`src/rtl/axi_mmio_arbiter.sv`:
```
// rtl/axi_mmio_arbiter.sv - two-master round-robin AXI4-Lite arbiter, one transaction in flight
module axi_mmio_arbiter #(
  parameter int ADDR_W = 32,
  parameter int DATA_W = 32
) (
  input  logic                        aclk,
  input  logic                        arst_n,
  // upstream masters 0 and 1
  input  logic [1:0][ADDR_W-1:0]      M_AXI_awaddr,
  input  logic [1:0][2:0]             M_AXI_awprot,
  input  logic [1:0]                  M_AXI_awvalid,
  output logic [1:0]                  M_AXI_awready,
  input  logic [1:0][DATA_W-1:0]      M_AXI_wdata,
  input  logic [1:0][DATA_W/8-1:0]    M_AXI_wstrb,
  input  logic [1:0]                  M_AXI_wvalid,
  output logic [1:0]                  M_AXI_wready,
  output logic [1:0][1:0]             M_AXI_bresp,
  output logic [1:0]                  M_AXI_bvalid,
  input  logic [1:0]                  M_AXI_bready,
  input  logic [1:0][ADDR_W-1:0]      M_AXI_araddr,
  input  logic [1:0][2:0]             M_AXI_arprot,
  input  logic [1:0]                  M_AXI_arvalid,
  output logic [1:0]                  M_AXI_arready,
  output logic [1:0][DATA_W-1:0]      M_AXI_rdata,
  output logic [1:0][1:0]             M_AXI_rresp,
  output logic [1:0]                  M_AXI_rvalid,
  input  logic [1:0]                  M_AXI_rready,
  // downstream slave port
  output logic [ADDR_W-1:0]           S_AXI_awaddr,
  output logic [2:0]                  S_AXI_awprot,
  output logic                        S_AXI_awvalid,
  input  logic                        S_AXI_awready,
  output logic [DATA_W-1:0]           S_AXI_wdata,
  output logic [DATA_W/8-1:0]         S_AXI_wstrb,
  output logic                        S_AXI_wvalid,
  input  logic                        S_AXI_wready,
  input  logic [1:0]                  S_AXI_bresp,
  input  logic                        S_AXI_bvalid,
  output logic                        S_AXI_bready,
  output logic [ADDR_W-1:0]           S_AXI_araddr,
  output logic [2:0]                  S_AXI_arprot,
  output logic                        S_AXI_arvalid,
  input  logic                        S_AXI_arready,
  input  logic [DATA_W-1:0]           S_AXI_rdata,
  input  logic [1:0]                  S_AXI_rresp,
  input  logic                        S_AXI_rvalid,
  output logic                        S_AXI_rready,
  // status
  output logic [1:0]                  grant,
  output logic                        busy
);

  typedef enum logic [2:0] {
    IDLE    = 3'd0,
    WR_ADDR = 3'd1,
    WR_RESP = 3'd2,
    RD_ADDR = 3'd3,
    RD_RESP = 3'd4
  } state_t;

  state_t      state_q, state_d;
  logic [1:0]  grant_q, grant_d;
  logic        busy_q, busy_d;
  logic        last_q, last_d;       // index of the master that owned the port last
  logic        aw_done_q, aw_done_d;
  logic        w_done_q, w_done_d;

  logic [1:0]  req;
  logic        win;
  logic        gidx;
  logic        aw_hs, w_hs, b_hs, ar_hs, r_hs;

  assign gidx  = grant_q[1];
  assign grant = grant_q;
  assign busy  = busy_q;

  assign aw_hs = S_AXI_awvalid & S_AXI_awready;
  assign w_hs  = S_AXI_wvalid  & S_AXI_wready;
  assign b_hs  = S_AXI_bvalid  & S_AXI_bready;
  assign ar_hs = S_AXI_arvalid & S_AXI_arready;
  assign r_hs  = S_AXI_rvalid  & S_AXI_rready;

  // Round-robin winner: a lone requester wins, a tie goes to the master that did not own the port last
  always_comb begin
    req = M_AXI_awvalid | M_AXI_arvalid;
    if (req == 2'b11) begin
      win = ~last_q;
    end else begin
      win = req[1];
    end
  end

  // Next-state logic: arbitrate in IDLE, then follow the granted transaction to its response
  always_comb begin
    state_d   = state_q;
    grant_d   = grant_q;
    busy_d    = busy_q;
    last_d    = last_q;
    aw_done_d = aw_done_q;
    w_done_d  = w_done_q;
    case (state_q)
      IDLE: begin
        if (req != 2'b00) begin
          grant_d   = win ? 2'b10 : 2'b01;
          busy_d    = 1'b1;
          aw_done_d = 1'b0;
          w_done_d  = 1'b0;
          // a write beats a read from the same master; the read stays pending upstream
          state_d   = M_AXI_awvalid[win] ? WR_ADDR : RD_ADDR;
        end
      end
      WR_ADDR: begin
        aw_done_d = aw_done_q | aw_hs;
        w_done_d  = w_done_q | w_hs;
        if ((aw_done_q | aw_hs) && (w_done_q | w_hs)) begin
          state_d = WR_RESP;
        end
      end
      WR_RESP: begin
        if (b_hs) begin
          state_d   = IDLE;
          grant_d   = 2'b00;
          busy_d    = 1'b0;
          last_d    = gidx;
          aw_done_d = 1'b0;
          w_done_d  = 1'b0;
        end
      end
      RD_ADDR: begin
        if (ar_hs) begin
          state_d = RD_RESP;
        end
      end
      RD_RESP: begin
        if (r_hs) begin
          state_d = IDLE;
          grant_d = 2'b00;
          busy_d  = 1'b0;
          last_d  = gidx;
        end
      end
      default: begin
        state_d   = IDLE;
        grant_d   = 2'b00;
        busy_d    = 1'b0;
        aw_done_d = 1'b0;
        w_done_d  = 1'b0;
      end
    endcase
  end

  // State registers; reset abandons any transaction and favours master 0 on the first tie
  always_ff @(posedge aclk or negedge arst_n) begin
    if (!arst_n) begin
      state_q   <= IDLE;
      grant_q   <= 2'b00;
      busy_q    <= 1'b0;
      last_q    <= 1'b1;
      aw_done_q <= 1'b0;
      w_done_q  <= 1'b0;
    end else begin
      state_q   <= state_d;
      grant_q   <= grant_d;
      busy_q    <= busy_d;
      last_q    <= last_d;
      aw_done_q <= aw_done_d;
      w_done_q  <= w_done_d;
    end
  end

  // Channel routing: only the granted master is connected, everything else reads as zero
  always_comb begin
    S_AXI_awaddr  = '0;
    S_AXI_awprot  = '0;
    S_AXI_awvalid = 1'b0;
    S_AXI_wdata   = '0;
    S_AXI_wstrb   = '0;
    S_AXI_wvalid  = 1'b0;
    S_AXI_bready  = 1'b0;
    S_AXI_araddr  = '0;
    S_AXI_arprot  = '0;
    S_AXI_arvalid = 1'b0;
    S_AXI_rready  = 1'b0;
    M_AXI_awready = '0;
    M_AXI_wready  = '0;
    M_AXI_bresp   = '0;
    M_AXI_bvalid  = '0;
    M_AXI_arready = '0;
    M_AXI_rdata   = '0;
    M_AXI_rresp   = '0;
    M_AXI_rvalid  = '0;
    if (grant_q != 2'b00) begin
      S_AXI_awaddr = M_AXI_awaddr[gidx];
      S_AXI_awprot = M_AXI_awprot[gidx];
      S_AXI_wdata  = M_AXI_wdata[gidx];
      S_AXI_wstrb  = M_AXI_wstrb[gidx];
      S_AXI_araddr = M_AXI_araddr[gidx];
      S_AXI_arprot = M_AXI_arprot[gidx];
    end
    case (state_q)
      WR_ADDR: begin
        // a channel already accepted downstream is masked so it cannot handshake twice
        S_AXI_awvalid       = M_AXI_awvalid[gidx] & ~aw_done_q;
        S_AXI_wvalid        = M_AXI_wvalid[gidx] & ~w_done_q;
        M_AXI_awready[gidx] = S_AXI_awready & ~aw_done_q;
        M_AXI_wready[gidx]  = S_AXI_wready & ~w_done_q;
      end
      WR_RESP: begin
        M_AXI_bvalid[gidx] = S_AXI_bvalid;
        M_AXI_bresp[gidx]  = S_AXI_bresp;
        S_AXI_bready       = M_AXI_bready[gidx];
      end
      RD_ADDR: begin
        S_AXI_arvalid       = M_AXI_arvalid[gidx];
        M_AXI_arready[gidx] = S_AXI_arready;
      end
      RD_RESP: begin
        M_AXI_rvalid[gidx] = S_AXI_rvalid;
        M_AXI_rdata[gidx]  = S_AXI_rdata;
        M_AXI_rresp[gidx]  = S_AXI_rresp;
        S_AXI_rready       = M_AXI_rready[gidx];
      end
      default: ;
    endcase
  end

endmodule

```
`config.mk`:
```
export PLATFORM = sky130hd
export DESIGN_NAME = axi_mmio_arbiter
export DESIGN_NICKNAME = d
export VERILOG_FILES = /design/src/rtl/axi_mmio_arbiter.sv
export SDC_FILE = /design/constraint.sdc
export NUM_CORES = 1
export LEC_CHECK = 0
export CAP_MARGIN = 20
export CORE_AREA = 2 2 180 182
export CTS_BUF_LIST = sky130_fd_sc_hd__clkbuf_2 sky130_fd_sc_hd__clkbuf_4 sky130_fd_sc_hd__clkbuf_8
export DETAILED_ROUTE_END_ITERATION = 10
export DIE_AREA = 0 0 182 184
export GPL_TIMING_DRIVEN = 1
export SLEW_MARGIN = 10
export SYNTH_ARGS = -nofsm -noshare
export SYNTH_HDL_FRONTEND = slang
export SYNTH_SLANG_ARGS = --single-unit
```
`constraint.sdc`:
```
create_clock -name aclk -period 4.6 [get_ports aclk]
set_clock_uncertainty 0.05 [all_clocks]
set_input_delay 1.38 -clock aclk [delete_from_list [all_inputs] [get_ports aclk]]
set_output_delay 1.38 -clock aclk [all_outputs]
set_load 0.01 [all_outputs]
```
* Yosys cells after proc, flatten, opt, wreduce, memory -nomap -nowiden *
Cells that the tools add are included.

operators by class
  $lt $le $gt $ge = 3
  muxes and demuxes = 72
  bitwise logic cells = 25
  equality and inequality tests = 10
  reduce and logical (&&, ||, !) cells = 12

operators by type and width
  operator                                                                       count
  32-bit 2-to-1 mux                                                              10
  64-bit AND                                                                     1
  64-bit 2-to-1 mux                                                              1
  3-bit 2-to-1 mux                                                               11
  32-bit demux with 1-bit select                                                 1
  1-bit 2-to-1 mux                                                               25
  2-bit 2-to-1 mux                                                               11
  4-bit 2-to-1 mux                                                               5
  3-bit case mux with 5 select lines                                             1
  1-bit case mux with 4 select lines                                             3
  2-bit AND                                                                      5
  2-bit != test (second input constant)                                          5
  1-bit AND                                                                      9
  4-bit AND                                                                      2
  2-bit case mux with 4 select lines                                             1
  3-bit by 2-bit equality test with 1-bit output (second input constant)         2
  3-bit AND reduction                                                            2
  2-bit nonzero test                                                             3
  1-bit inverter                                                                 5
  5-bit AND reduction                                                            1
  1-bit by 2-bit less-than comparator with 1-bit output (second input constant)  2
  4-bit AND reduction                                                            1
  2-bit OR reduction                                                             2
  3-bit by 1-bit equality test with 1-bit output (second input constant)         1
  other kinds (10)                                                               12

storage, ports and cells
  logic and storage cells = 128
  output and inout port bits = 196
  input port bits = 265
  register bits after elaboration = 9

* Depth between registers and ports, before layout *
  word-level depth = 9
  gate-level depth with buffers = 7
  gate-level depth less buffers = 5

* Worst setup path after synthesis *
No wires, ideal clock.

  path kind = input port to output port
  from = input M_AXI_rready[1]
  to = output S_AXI_rready
  buffers on the path = 0
  setup slack = 1,331 ps
  data required time = 3,170 ps
  cell stages on the path = 2
  arrival = 1,839 ps
  cell sequence = mux2_2 and2_1

between the ends
  word-level cells in the longest chain between the ends = 3

ends and longest elaborated chain
  item                                                  RTL line  RTL
  start: declaration                                    27        input logic [1:0] M_AXI_rready,
  1-bit 2-to-1 mux (implied by the code) (2 in series)  221       S_AXI_rready = M_AXI_rready[gidx];
  1-bit 2-to-1 mux                                      200       case (state_q)
  end: declaration                                      47        output logic S_AXI_rready,

No other way between the ends. The select of a mux whose other input is x is not followed.

* Worst setup path after layout *
  from = input M_AXI_wvalid[1]
  to = output S_AXI_wvalid

between the ends
  word-level cells in the longest chain between the ends = 4

ends and longest elaborated chain
  item                                                  RTL line  RTL
  start: declaration                                    15        input logic [1:0] M_AXI_wvalid,
  1-bit 2-to-1 mux (implied by the code) (2 in series)  204       S_AXI_wvalid = M_AXI_wvalid[gidx] & ~w_done_q;
  1-bit AND                                             204
  1-bit 2-to-1 mux                                      200
  end: declaration                                      35        output logic S_AXI_wvalid,

No other way between the ends. The select of a mux whose other input is x is not followed.

==> results.py <==
metrics = {
    "final_layout": {
        "drive_gt1_frac": 0.0427,
        "stdcell_count": 1153,
        "area_delta_synth_final_pct": 214,
        "layout_commonest_cell": "clkdlybuf4s50_1",
        "fin_nets": 1016,
        "layout_common_cells": "clkdlybuf4s50_1 (460), a22o_1 (107), and3_1 (76)",
    },
    "min_path": {
        "worstHoldEndpoint": "busy$_DFFE_PN0P_",
        "min-delay-start": "busy$_DFFE_PN0P_",
        "hold_path_depth": 1,
        "hold_class": "flip-flop to flip-flop",
    },
    "sta": {
        "slew_violations": 0,
        "rsz0062_at_grt": "no",
        "relSlewSlack": 0.423,
        "period_minus_slack_ps": 4200,
        "worst_pin_slew_ps": 866,
        "fin_setup_tns_ps": 0,
        "max_clock_freq_mhz": 238,
        "fin_crit_sh": 0.914,
        "finalHoldViolations": 0,
        "hold-worst-slack_ps": 477,
        "setup_viol": 0,
    },
    "logic_synthesis": {
        "syn_inst": 316,
        "synth-seq-cells": 9,
        "syn_area_sq_um": 2370,
        "async_reset_ff_frac": 1.00,
        "syn_area_per_cell_sq_um": 7.50,
        "ys.flop_type": "dfrtp_1",
        "seq_area_frac_synth": 0.0956,
        "ys_types": 39,
        "synth_nets": 581,
        "synth-edff-count": 0,
        "yosys_warnings": 0,
    },
    "worst_setup_path": {
        "crit_top_cell": "clkdlybuf4s50_1",
        "max_stage_delay_ps": 570,
        "rr_startpoint": "grant[1]$_DFFE_PN0P_",
        "setup.worst_path.class": "primary input to output pin",
        "crit_chain": "clkdlybuf4s50_1 > mux2i_1 > nor3_1 > clkdlybuf4s50_1",
        "reg2reg_depth": 6,
        "cp-end-kind": "output pin",
        "path_max_fanout": 2,
        "worstPathArrival_ps": 2770,
        "worst_setup_path_start_kind": "primary input",
        "worstPathRequired_ps": 3170,
        "cp_slowest_cell": "clkdlybuf4s50_1",
        "worstReg2RegEnd": "state_q[1]$_DFFE_PN0P_",
        "r2r_setup_slack_ps": 2180,
    },
    "floorplan": {
        "die_x_um": 182,
        "dieHeight_um": 184,
        "start_util": 0.0755,
        "rows": 65,
        "pin_count": 461,
        "coreArea_sq_um": 31400,
        "dieArea_sq_um": 33500,
    },
    "power_and_ir_drop": {
        "p_sw_mw": 1.35,
        "peakVddDrop_v": 0.000272,
        "p_comb_frac": 0.904,
        "swShare": 0.456,
        "leakagePower_nw": 3.02,
        "power_mw": 2.96,
        "seqPwrFrac": 0.063,
        "pwr-share-clk": 0.033,
        "power_density_nw_per_um2": 397,
        "power.internal_mw": 1.61,
    },
    "routing": {
        "postRouteAntennaNets": 0,
        "drt-vias-per-instance": 3.81,
        "vias": 4394,
        "route.detailed.drc": 0,
        "drtIter0Drc": 254,
        "dr.pass1.iters": 4,
        "wl_per_cell_um": 19.1,
        "wl_mm": 22.0,
    },
    "clocking": {
        "hold_buffers": 0,
        "postCtsSetupBuffers": 0,
        "cts_made_buffers": 3,
        "h-tree-depth": 1,
        "cts_sinks": 9,
        "clock_latency_ps": 230,
        "cts_buffer_depth": 2,
        "cts_resized": 0,
        "root_buffer": "clkbuf_8",
        "cts_tree": "done",
        "clkTransAtPathRegs_ps": 50,
    },
    "placement": {
        "io_buffers": 460,
        "hpwl_mm": 18.2,
        "gp_congestion": 0.818,
        "dpl.cell_count": 1148,
    },
    "run_status": {
        "outcome": "complete, no violations",
    },
    "global_routing": {
        "grt_pass1_vias": 4234,
        "antenna_found_initial": 1,
        "grt_overflow": 0,
        "grt_pass1_wl_mm": 29.7,
        "track_usage": 0.117,
        "grt_max_degree": 81,
    },
    "flow_run": {
        "maxCapViolCount": 0,
    },
}
## logic make-up (layout without fill, tap and decap cells)
logic type / Yosys count / after routing / synth area share
other: 0 / 1 / 0
and+or+nand+nor: 120 / 120 / 0.305
buffers and inverters: 49 / 483 / 0.102
AOI/OAI and AO/OA: 132 / 132 / 0.471
muxes: 6 / 6 / 0.0259
DFF: 9 / 9 / 0.0956
## worst max path at each step
stage                    start            to  cells after the start
2_1_floorplan  M_AXI_rready[1]  S_AXI_rready                      2
3_3_place_gp   M_AXI_wvalid[1]  S_AXI_wvalid                      4
3_5_place_dp   M_AXI_wvalid[1]  S_AXI_wvalid                      4
4_1_cts        M_AXI_wvalid[1]  S_AXI_wvalid                      4
5_1_grt        M_AXI_wvalid[0]  S_AXI_wvalid                      4
6_report       M_AXI_wvalid[1]  S_AXI_wvalid                      4
## stage by stage
step                      utilization  cell area (sq um)  setup WS, ps
after floorplan                     -               2370          1330
after global placement          0.236               7400           341
after detailed placement        0.236               7400           365
after CTS                       0.237               7440           348
after global routing            0.237               7440           273
final                           0.237               7450           396
## state kept, by name (all words and copies together) (netlist names)
register,cells
aw_done_q,1
busy,1
grant,2
last_q,1
state_q,3
w_done_q,1
## critical path, delay by kind of cell
family / cells / cell delay [ps]
mux: 1 / 150
buf+inv: 2 / 1020
simple gates: 1 / 210
## metal layers
layer / part of all wire / track usage / vias to the layer above
li1: - / - / 2118
met4: 0.010 / 0.0155 / 0
met2: 0.46 / 0.191 / 220
met1: 0.46 / 0.167 / 2044
met5: 0 / 0 / -
met3: 0.068 / 0.0178 / 12
## Yosys cell counts, drive strengths merged (2+ instances only)
master  number  area, sq um
a21boi       2         15.0
a21o         3         22.5
a21oi        5         25.0
a22o       107          937
and3        76          475
buf         25          153
clkbuf      21         78.8
dfrtp        8          200
inv          3         11.3
mux2i        5         50.1
nand2        8         30.0
nand2b       5         38.8
nor2        16         75.1
nor2b        4         25.0
nor3         4         20.0
nor4         2         18.8
o21ai        6         30.0
o22ai        3         25.0
## power groups by stage
stage	Sequential, mW	Combinational, mW	Clock [mW]
global route	0.193	2.83	0.103
finish	0.185	2.67	0.0978
CTS	0.184	2.70	0.0991
global placement	0.184	2.69	0
detailed placement	0.185	2.67	0
floorplan	0.149	1.19	0
## area by class of cell
class	count	area, sq um
antenna	1	2.50
clock buffer	4	48.8
fill	3401	23900
inverter	3	11.3
multi-input combinational	258	1910
sequential	9	230
tap	402	503
timing repair buffer	476	4740
No activity file was read; power rests on OpenSTA's default activity.
